[src/rtl/s_link_pkg.sv]
// ============================================================================
// s_link_pkg : constants and state encoding shared by the S1/S2 serial link
// Rev 1.0
// ============================================================================
`default_nettype none

package s_link_pkg;

    localparam int AW        = 3;
    localparam int DW        = 18;
    localparam int NWORDS    = 8;
    localparam int FRAME_LEN = AW + DW;

    typedef enum logic [2:0] {
        ST_IDLE = 3'd0,
        ST_READ = 3'd1,
        ST_LOAD = 3'd2,
        ST_SEND = 3'd3,
        ST_DONE = 3'd4
    } link_state_t;

endpackage

`default_nettype wire

[src/rtl/s1_serial_tx_if.sv]
// ============================================================================
// s1_serial_tx_if : RB1 read port, start/done handshake and sen/sd link
// Rev 1.0
// ============================================================================
`default_nettype none

interface s1_serial_tx_if #(
    parameter int AW = s_link_pkg::AW,
    parameter int DW = s_link_pkg::DW
) ();
    logic          start;
    logic [DW-1:0] RB1_Q;
    logic          RB1_RW;
    logic [AW-1:0] RB1_A;
    logic          sen;
    logic          sd;
    logic          S1_done;

    modport master (
        input  start, RB1_Q,
        output RB1_RW, RB1_A, sen, sd, S1_done
    );

    modport slave (
        output start, RB1_Q,
        input  RB1_RW, RB1_A, sen, sd, S1_done
    );
endinterface

`default_nettype wire

[src/rtl/s1_serial_tx_piso_shift.sv]
// ============================================================================
// piso_shift : parallel-load shift register, MSB-first serial output
// Rev 1.0
// ============================================================================
`default_nettype none

module piso_shift #(
    parameter int WIDTH = 21
) (
    input  wire logic             clk,
    input  wire logic             rst,
    input  wire logic             load,
    input  wire logic             shift,
    input  wire logic [WIDTH-1:0] par_in,
    output logic                  ser_out
);

    logic [WIDTH-1:0] frame_q;
    logic [WIDTH-1:0] frame_d;

    always_comb begin
        frame_d = frame_q;
        if (load) begin
            frame_d = par_in;
        end else if (shift) begin
            frame_d = {frame_q[WIDTH-2:0], 1'b0};
        end
    end

    always_ff @(posedge clk) begin
        if (rst) begin
            frame_q <= '0;
        end else begin
            frame_q <= frame_d;
        end
    end

    assign ser_out = frame_q[WIDTH-1];

endmodule

`default_nettype wire

[src/rtl/s1_serial_tx.sv]
// ============================================================================
// s1_serial_tx : reads RB1 words 0..NWORDS-1 and sends each as an addr+data
//                frame on sen/sd, then pulses S1_done. Rev 1.0
// ============================================================================
`default_nettype none

module s1_serial_tx
    import s_link_pkg::*;
#(
    parameter int AW     = s_link_pkg::AW,
    parameter int DW     = s_link_pkg::DW,
    parameter int NWORDS = s_link_pkg::NWORDS
) (
    input  wire logic       clk,
    input  wire logic       rst,
    s1_serial_tx_if.master  bus
);

    localparam int FLEN = AW + DW;

    link_state_t   state_q, state_d;
    logic [AW-1:0] k_q, k_d;
    logic [4:0]    n_q, n_d;
    logic          load;
    logic          shift;
    logic          frame_msb;

    always_comb begin
        state_d = state_q;
        k_d     = k_q;
        n_d     = n_q;
        load    = 1'b0;
        shift   = 1'b0;
        case (state_q)
            ST_IDLE: begin
                if (bus.start) begin
                    state_d = ST_READ;
                    k_d     = '0;
                end
            end
            ST_READ: begin
                state_d = ST_LOAD;
            end
            ST_LOAD: begin
                load    = 1'b1;
                n_d     = '0;
                state_d = ST_SEND;
            end
            ST_SEND: begin
                shift = 1'b1;
                n_d   = n_q + 5'd1;
                if (n_q == 5'(FLEN - 1)) begin
                    if (k_q == AW'(NWORDS - 1)) begin
                        state_d = ST_DONE;
                    end else begin
                        k_d     = k_q + AW'(1);
                        state_d = ST_READ;
                    end
                end
            end
            ST_DONE: begin
                state_d = ST_IDLE;
            end
            default: begin
                state_d = ST_IDLE;
            end
        endcase
    end

    always_ff @(posedge clk) begin
        if (rst) begin
            state_q <= ST_IDLE;
            k_q     <= '0;
            n_q     <= '0;
        end else begin
            state_q <= state_d;
            k_q     <= k_d;
            n_q     <= n_d;
        end
    end

    // RB1_Q presented during LOAD belongs to address k issued in READ
    piso_shift #(
        .WIDTH (FLEN)
    ) u_piso (
        .clk     (clk),
        .rst     (rst),
        .load    (load),
        .shift   (shift),
        .par_in  ({k_q, bus.RB1_Q}),
        .ser_out (frame_msb)
    );

    assign bus.RB1_RW  = 1'b1;
    assign bus.RB1_A   = ((state_q == ST_READ) || (state_q == ST_LOAD)) ? k_q : '0;
    assign bus.sen     = (state_q != ST_SEND);
    assign bus.sd      = (state_q == ST_SEND) ? frame_msb : 1'b0;
    assign bus.S1_done = (state_q == ST_DONE);

endmodule

`default_nettype wire
[src/flat_wrapper.sv]
// flat-port wrapper written by rule: the top's interface ports become plain ports
module s1_serial_tx_flat import s_link_pkg::*;
#(
    parameter int AW     = s_link_pkg::AW,
    parameter int DW     = s_link_pkg::DW,
    parameter int NWORDS = s_link_pkg::NWORDS
)
  (clk, rst, bus_start, bus_RB1_Q, bus_RB1_RW, bus_RB1_A, bus_sen, bus_sd, bus_S1_done);
  s1_serial_tx_if #(.AW(AW), .DW(DW)) bus_i ();
  input  wire logic clk;
  input  wire logic rst;
  input wire logic [$bits(bus_i.start)-1:0] bus_start;
  input wire logic [$bits(bus_i.RB1_Q)-1:0] bus_RB1_Q;
  output wire logic [$bits(bus_i.RB1_RW)-1:0] bus_RB1_RW;
  output wire logic [$bits(bus_i.RB1_A)-1:0] bus_RB1_A;
  output wire logic [$bits(bus_i.sen)-1:0] bus_sen;
  output wire logic [$bits(bus_i.sd)-1:0] bus_sd;
  output wire logic [$bits(bus_i.S1_done)-1:0] bus_S1_done;
  assign bus_i.start = bus_start;
  assign bus_i.RB1_Q = bus_RB1_Q;
  assign bus_RB1_RW = bus_i.RB1_RW;
  assign bus_RB1_A = bus_i.RB1_A;
  assign bus_sen = bus_i.sen;
  assign bus_sd = bus_i.sd;
  assign bus_S1_done = bus_i.S1_done;
  s1_serial_tx #(.AW(AW), .DW(DW), .NWORDS(NWORDS)) u_core (.clk(clk), .rst(rst), .bus(bus_i));
endmodule
[config.mk]
export PLATFORM = sky130hd
export DESIGN_NAME = s1_serial_tx_flat
export DESIGN_NICKNAME = d
export VERILOG_FILES = /design/src/rtl/s_link_pkg.sv /design/src/rtl/s1_serial_tx_if.sv /design/src/rtl/s1_serial_tx_piso_shift.sv /design/src/rtl/s1_serial_tx.sv /design/src/flat_wrapper.sv
export SDC_FILE = /design/constraint.sdc
export NUM_CORES = 1
export LEC_CHECK = 0
export BUFFER_PORTS_ARGS = -buffer_cell sky130_fd_sc_hd__buf_2
export CORE_UTILIZATION = 31
export CTS_CLUSTER_DIAMETER = 200
export CTS_CLUSTER_SIZE = 40
export DETAILED_ROUTE_END_ITERATION = 10
export SLEW_MARGIN = 20
export SYNTH_ARGS = -nofsm -noshare
export SYNTH_HDL_FRONTEND = slang
export SYNTH_SLANG_ARGS = --single-unit
[constraint.sdc]
create_clock -name clk -period 3.8 [get_ports clk]
set_input_delay 0.76 -clock clk [delete_from_list [all_inputs] [get_ports clk]]
set_output_delay 0.76 -clock clk [all_outputs]
set_load 0.1 [all_outputs]
## Word level (Yosys, flattened, before mapping)

Cells that the tools add are included.

| word-level totals | value |
|---|---|
| flip-flop bits (word level) | 32 |
| logic and storage cells | 38 |
| input bits | 21 |

| cells by class | value |
|---|---|
| reductions and logical operators | 7 |
| muxes and demuxes | 15 |
| $add $sub $neg | 2 |
| equal/unequal tests | 10 |

Operators by type and width:

| cell | number |
|---|---|
| two-way mux 21 bit | 2 |
| two-way mux 3 bit | 7 |
| case mux 3 bit (4 select lines) | 1 |
| case mux 5 bit (2 select lines) | 1 |
| equality test 3 x 2 -> 1 bit, second input constant | 2 |
| equality test 3 bit, second input constant | 2 |
| case mux 3 bit (2 select lines) | 1 |
| nonzero test 2 bit | 3 |
| adder 5 x 1 -> 5 bit, second input constant | 1 |
| equality test 5 bit, second input constant | 1 |
| != test 2 bit, second input constant | 2 |
| AND reduction 4 bit | 1 |
| adder 3 x 1 -> 3 bit, second input constant | 1 |
| equality test 3 x 1 -> 1 bit, second input constant | 1 |
| logical NOT 3 bit | 1 |
| two-way mux 1 bit | 3 |
| != test 3 x 2 -> 1 bit, second input constant | 1 |
| != test 2 x 1 -> 1 bit, second input constant | 1 |
| AND reduction 2 bit | 1 |
| logical OR 1 bit | 1 |

## Depth between registers and ports, before layout

| logic depth | value |
|---|---|
| depth after elaboration | 4 |
| gate-level depth with buffers | 6 |
| mapped depth without buffers | 5 |

## Cells and area by module

A second synthesis with hierarchy kept.

| unflattened totals | value |
|---|---|
| cells, all modules | 168 |
| area total of the unflattened synthesis | 1,625.3 um^2 |

Modules (own cells, without submodules):

| module | cells each | area each (um^2) | times used |
|---|---|---|---|
| piso_shift | 93 | 972.2 | 1 |
| s1_serial_tx | 75 | 653.1 | 1 |

## Worst setup path before layout

No wires, ideal clock.

| path | value |
|---|---|
| kind | reg-to-output |
| start point | reg u_core.state_q[1] |
| end point | out bus_sd |
| stages on the path, launching flop included | 6 |
| buffers on the path | 3 |
| setup slack | 1.333 ns |
| arrival time | 1.707 ns |
| required time | 3.040 ns |
| cell sequence | dfxtp_1 -> buf_4 -> and2b_2 -> buf_2 -> buf_2 -> and3_1 |

| between the ends | value |
|---|---|
| word-level cells in the longest chain between the ends | 2 |

RTL lines:

| item | RTL line | source |
|---|---|---|
| start: declaration | s1_serial_tx.sv:21 | `link_state_t state_q, state_d;` |
| start signal: assignment | s1_serial_tx.sv:76 | `state_q <= state_d;` |
| equality test 3 x 2 -> 1 bit | s1_serial_tx.sv:97 | `assign bus.sd = (state_q == ST_SEND) ? frame_msb : 1'b0;` |
| two-way mux 1 bit | s1_serial_tx.sv:97 |  |
| end: declaration | flat_wrapper.sv:17 | `output wire logic [$bits(bus_i.sd)-1:0] bus_sd;` |

Every way passes these cells.

## Final worst setup path

| path | value |
|---|---|
| start point | reg u_core.state_q[0] |
| end point | out bus_sd |

The elaborated chain is that of the path after synthesis.

==> results_dict.tcl <==
set metrics [dict create \
    status "finished, final reports clean" \
    ant_nets 0 \
    whs_ps 452 \
    syn_inst 168 \
    postPlaceCellArea_mm2 0.00173 \
    clock_skew_ps 2.48 \
    combPwrFrac_pct 14.6 \
    max_freq_mhz 408 \
    grt_setup_unrepaired "false" \
    ctsHtreeMaxLevel 2 \
    root_buffer "clkbuf_8" \
    crit_type "flip-flop to output port" \
    hold_buffers 0 \
    critical_path_buf_inv_count 2 \
    hpwl_um 1950 \
    dp_cells 248 \
    die_w_um 73.4 \
    cpLargestDelayFamily "buffers and inverters" \
    start_util_pct 32.8 \
    synth_cell_types 32 \
    mappedNetlistNets 193 \
    wl_per_cell_um 11.7 \
    cts_buffer_depth 2 \
    start_kind "flip-flop" \
    clock-sinks 32 \
    required_ps 3040 \
    drv_cap 0 \
    seq_area_frac_synth_pct 40.6 \
    synthesis.area_mm2 0.00158 \
    num_vias 1194 \
    grt_pass1_vias 1058 \
    async_flop_share_pct 0 \
    p_int_mw 0.550 \
    postLayoutCellArea_mm2 0.00182 \
    wl_um 2990 \
    cts_tree "yes" \
    p_sw_share_pct 25.9 \
    instances_no_fill 256 \
    period_minus_slack_ps 2450 \
    worstSetupStartpoint "u_core.state_q[0]$_SDFFE_PP0P_" \
    groute.usage.overall_pct 12.3 \
    relSlewSlack_pct 57.8 \
    p_total_mw 0.742 \
    cts_resized 0 \
    worstHoldPathType "flip-flop to flip-flop" \
    dieArea_mm2 0.00538 \
    crit_path_top_delay_cell "buf_2" \
    cp.arrival_ps 1690 \
    fin_ws_ps 1350 \
    dieHeight_um 73.4 \
    grt_start_max_net_pins 45 \
    power.density_mw_per_mm2 407 \
    yosysWarnings 0 \
    worstReg2RegStart "u_core.state_q[0]$_SDFFE_PP0P_" \
    firstDrtPassIters 4 \
    gp_congestion 0.764 \
    postCtsSetupRepairBufs 0 \
    p_switching_mw 0.192 \
    setup_viol 0 \
    share_seq_of_total_power_pct 50.0 \
    drive_above_1_share_pct 23.3 \
    leakage_nw 0.718 \
    clkTransAtPathRegs_ps 60 \
    rows 25 \
    drv_slew 0 \
    num-nets-final 213 \
    hold_path_startpoint "u_core.u_piso.frame_q[0]$_SDFFE_PP0P_" \
    fin_crit_sh_pct 64.6 \
    pwr-share-clk_pct 35.4 \
    grt.overflow.total 0 \
    n_antenna_cell 0 \
    portBuffers 26 \
    worst-path-max-fanout 31 \
    setup_tns_ps 0 \
    grt_first_pass_wirelength_um 5040 \
    syn2layout_area_growth_pct 15.4 \
    antenna_found_initial 0 \
    synth_edf_count 0 \
    final_core_util_pct 37.8 \
    drtIter0Drc 72 \
    clk_latency_ps 270 \
    core_mm2 0.00482 \
    place_ws_ps 1660 \
    cts_made_buffers 5 \
    cp_cell_sequence "buf_4, and3_1, buf_2" \
    synthFlopType "dfxtp_1" \
    avgSynthCellArea_um2 9.40 \
    end_kind "output port" \
    worst_slew_pin_slew_ps 633 \
    final-hold-violation-count 0 \
    critPathMaxStageDelay_ps 420 \
    synth-seq-cells 32 \
    viasPerCell 4.66 \
    irDropWorstVdd_mv 0.169 \
    drc 0 \
    ios 28 \
]
[power groups by stage]
stage                     clock [mW]  sequential [mW]  combinational, mW
after floorplan                    0            0.373             0.0930
after global placement             0            0.378              0.109
after detailed placement           0            0.378              0.109
after CTS                      0.272            0.371              0.110
after global routing           0.288            0.374              0.122
final                          0.263            0.371              0.108
[worst paths after layout]
check	to	slack [ps]	depth (start not counted)
setup reg to reg	u_core.k_q[0]$_SDFFE_PP0P_	1980	4
setup / recovery	bus_sd	1350	3
hold / removal	u_core.u_piso.frame_q[0]$_SDFFE_PP0P_	450	2
hold reg to reg	u_core.u_piso.frame_q[0]$_SDFFE_PP0P_	450	2
[synth_stat cells (2+ instances only)]
cell,instances,area share (%)
a2111oi_0,2,1.1
a211oi_1,20,9.5
a21oi_1,4,1.3
a31oi_1,2,0.79
and2_1,3,1.2
and3_1,3,1.2
buf_2,4,1.3
buf_4,4,1.9
clkbuf_1,7,1.7
dfxtp_1,32,41
ha_1,4,3.2
inv_1,3,0.71
mux2_4,3,2.9
mux2i_1,20,13
nand2_1,5,1.2
nand2b_4,2,1.7
nand3_1,5,1.6
nand3b_1,2,0.95
nor2_1,26,6.2
nor2b_1,3,1.2
nor3b_1,3,1.4
[area by class of cell]
type                       instances  area (um2)
fill                             505        3000
multi-input combinational        118         851
sequential                        32         641
timing repair buffer              28         145
clock buffer                       8        90.1
tap                               67        83.8
inverter                           3        11.3
[kinds of logic after synthesis]
logic type,count (synthesis),synth area share (%)
compound gates,29,13.0
xor+xnor,1,0.555
fa+ha+maj,4,3.17
buf+inv,18,5.55
flops,32,40.6
mux,24,16.2
other cells,1,0.237
simple gates,59,20.7
[layer usage]
| metal | global-route usage [%] | routed length (um) | vias to the layer above |
|---|---|---|---|
| met5 | 0 | 0 | - |
| met4 | 4.49 | 32 | 0 |
| met3 | 4.25 | 163 | 2 |
| met2 | 15.6 | 1160 | 35 |
| met1 | 18.5 | 1640 | 518 |
| li1 | - | - | 639 |
[cell usage in the layout (no fill, tap or decap), types with 3 or more instances in the layout]
cell type	synthesis	routed
ha_1	4	4
buf_2	4	26
a21oi_1	4	4
nor2_1	26	26
dfxtp_1	32	32
and3_1	3	3
nor2b_1	3	3
inv_1	3	3
clkbuf_8	0	6
nand3_1	5	5
mux2i_1	20	20
nand2_1	5	5
and2_1	3	3
a211oi_1	20	20
mux2_4	3	3
nor3b_1	3	3
[sequential cells by signal, indices dropped and copies added, names as in the netlist]
| register | flops |
|---|---|
| u_core.n_q | 5 |
| u_core.state_q | 3 |
| u_core.u_piso.frame_q | 21 |
| u_core.k_q | 3 |
[worst register-to-register path, cell delays in order, from the launching register on]
cell and delay, ps:
dfxtp_1 350, buf_4 400, nand3_1 170, or4_4 480, mux2_4 310
Power figures use the tool's default switching activity.
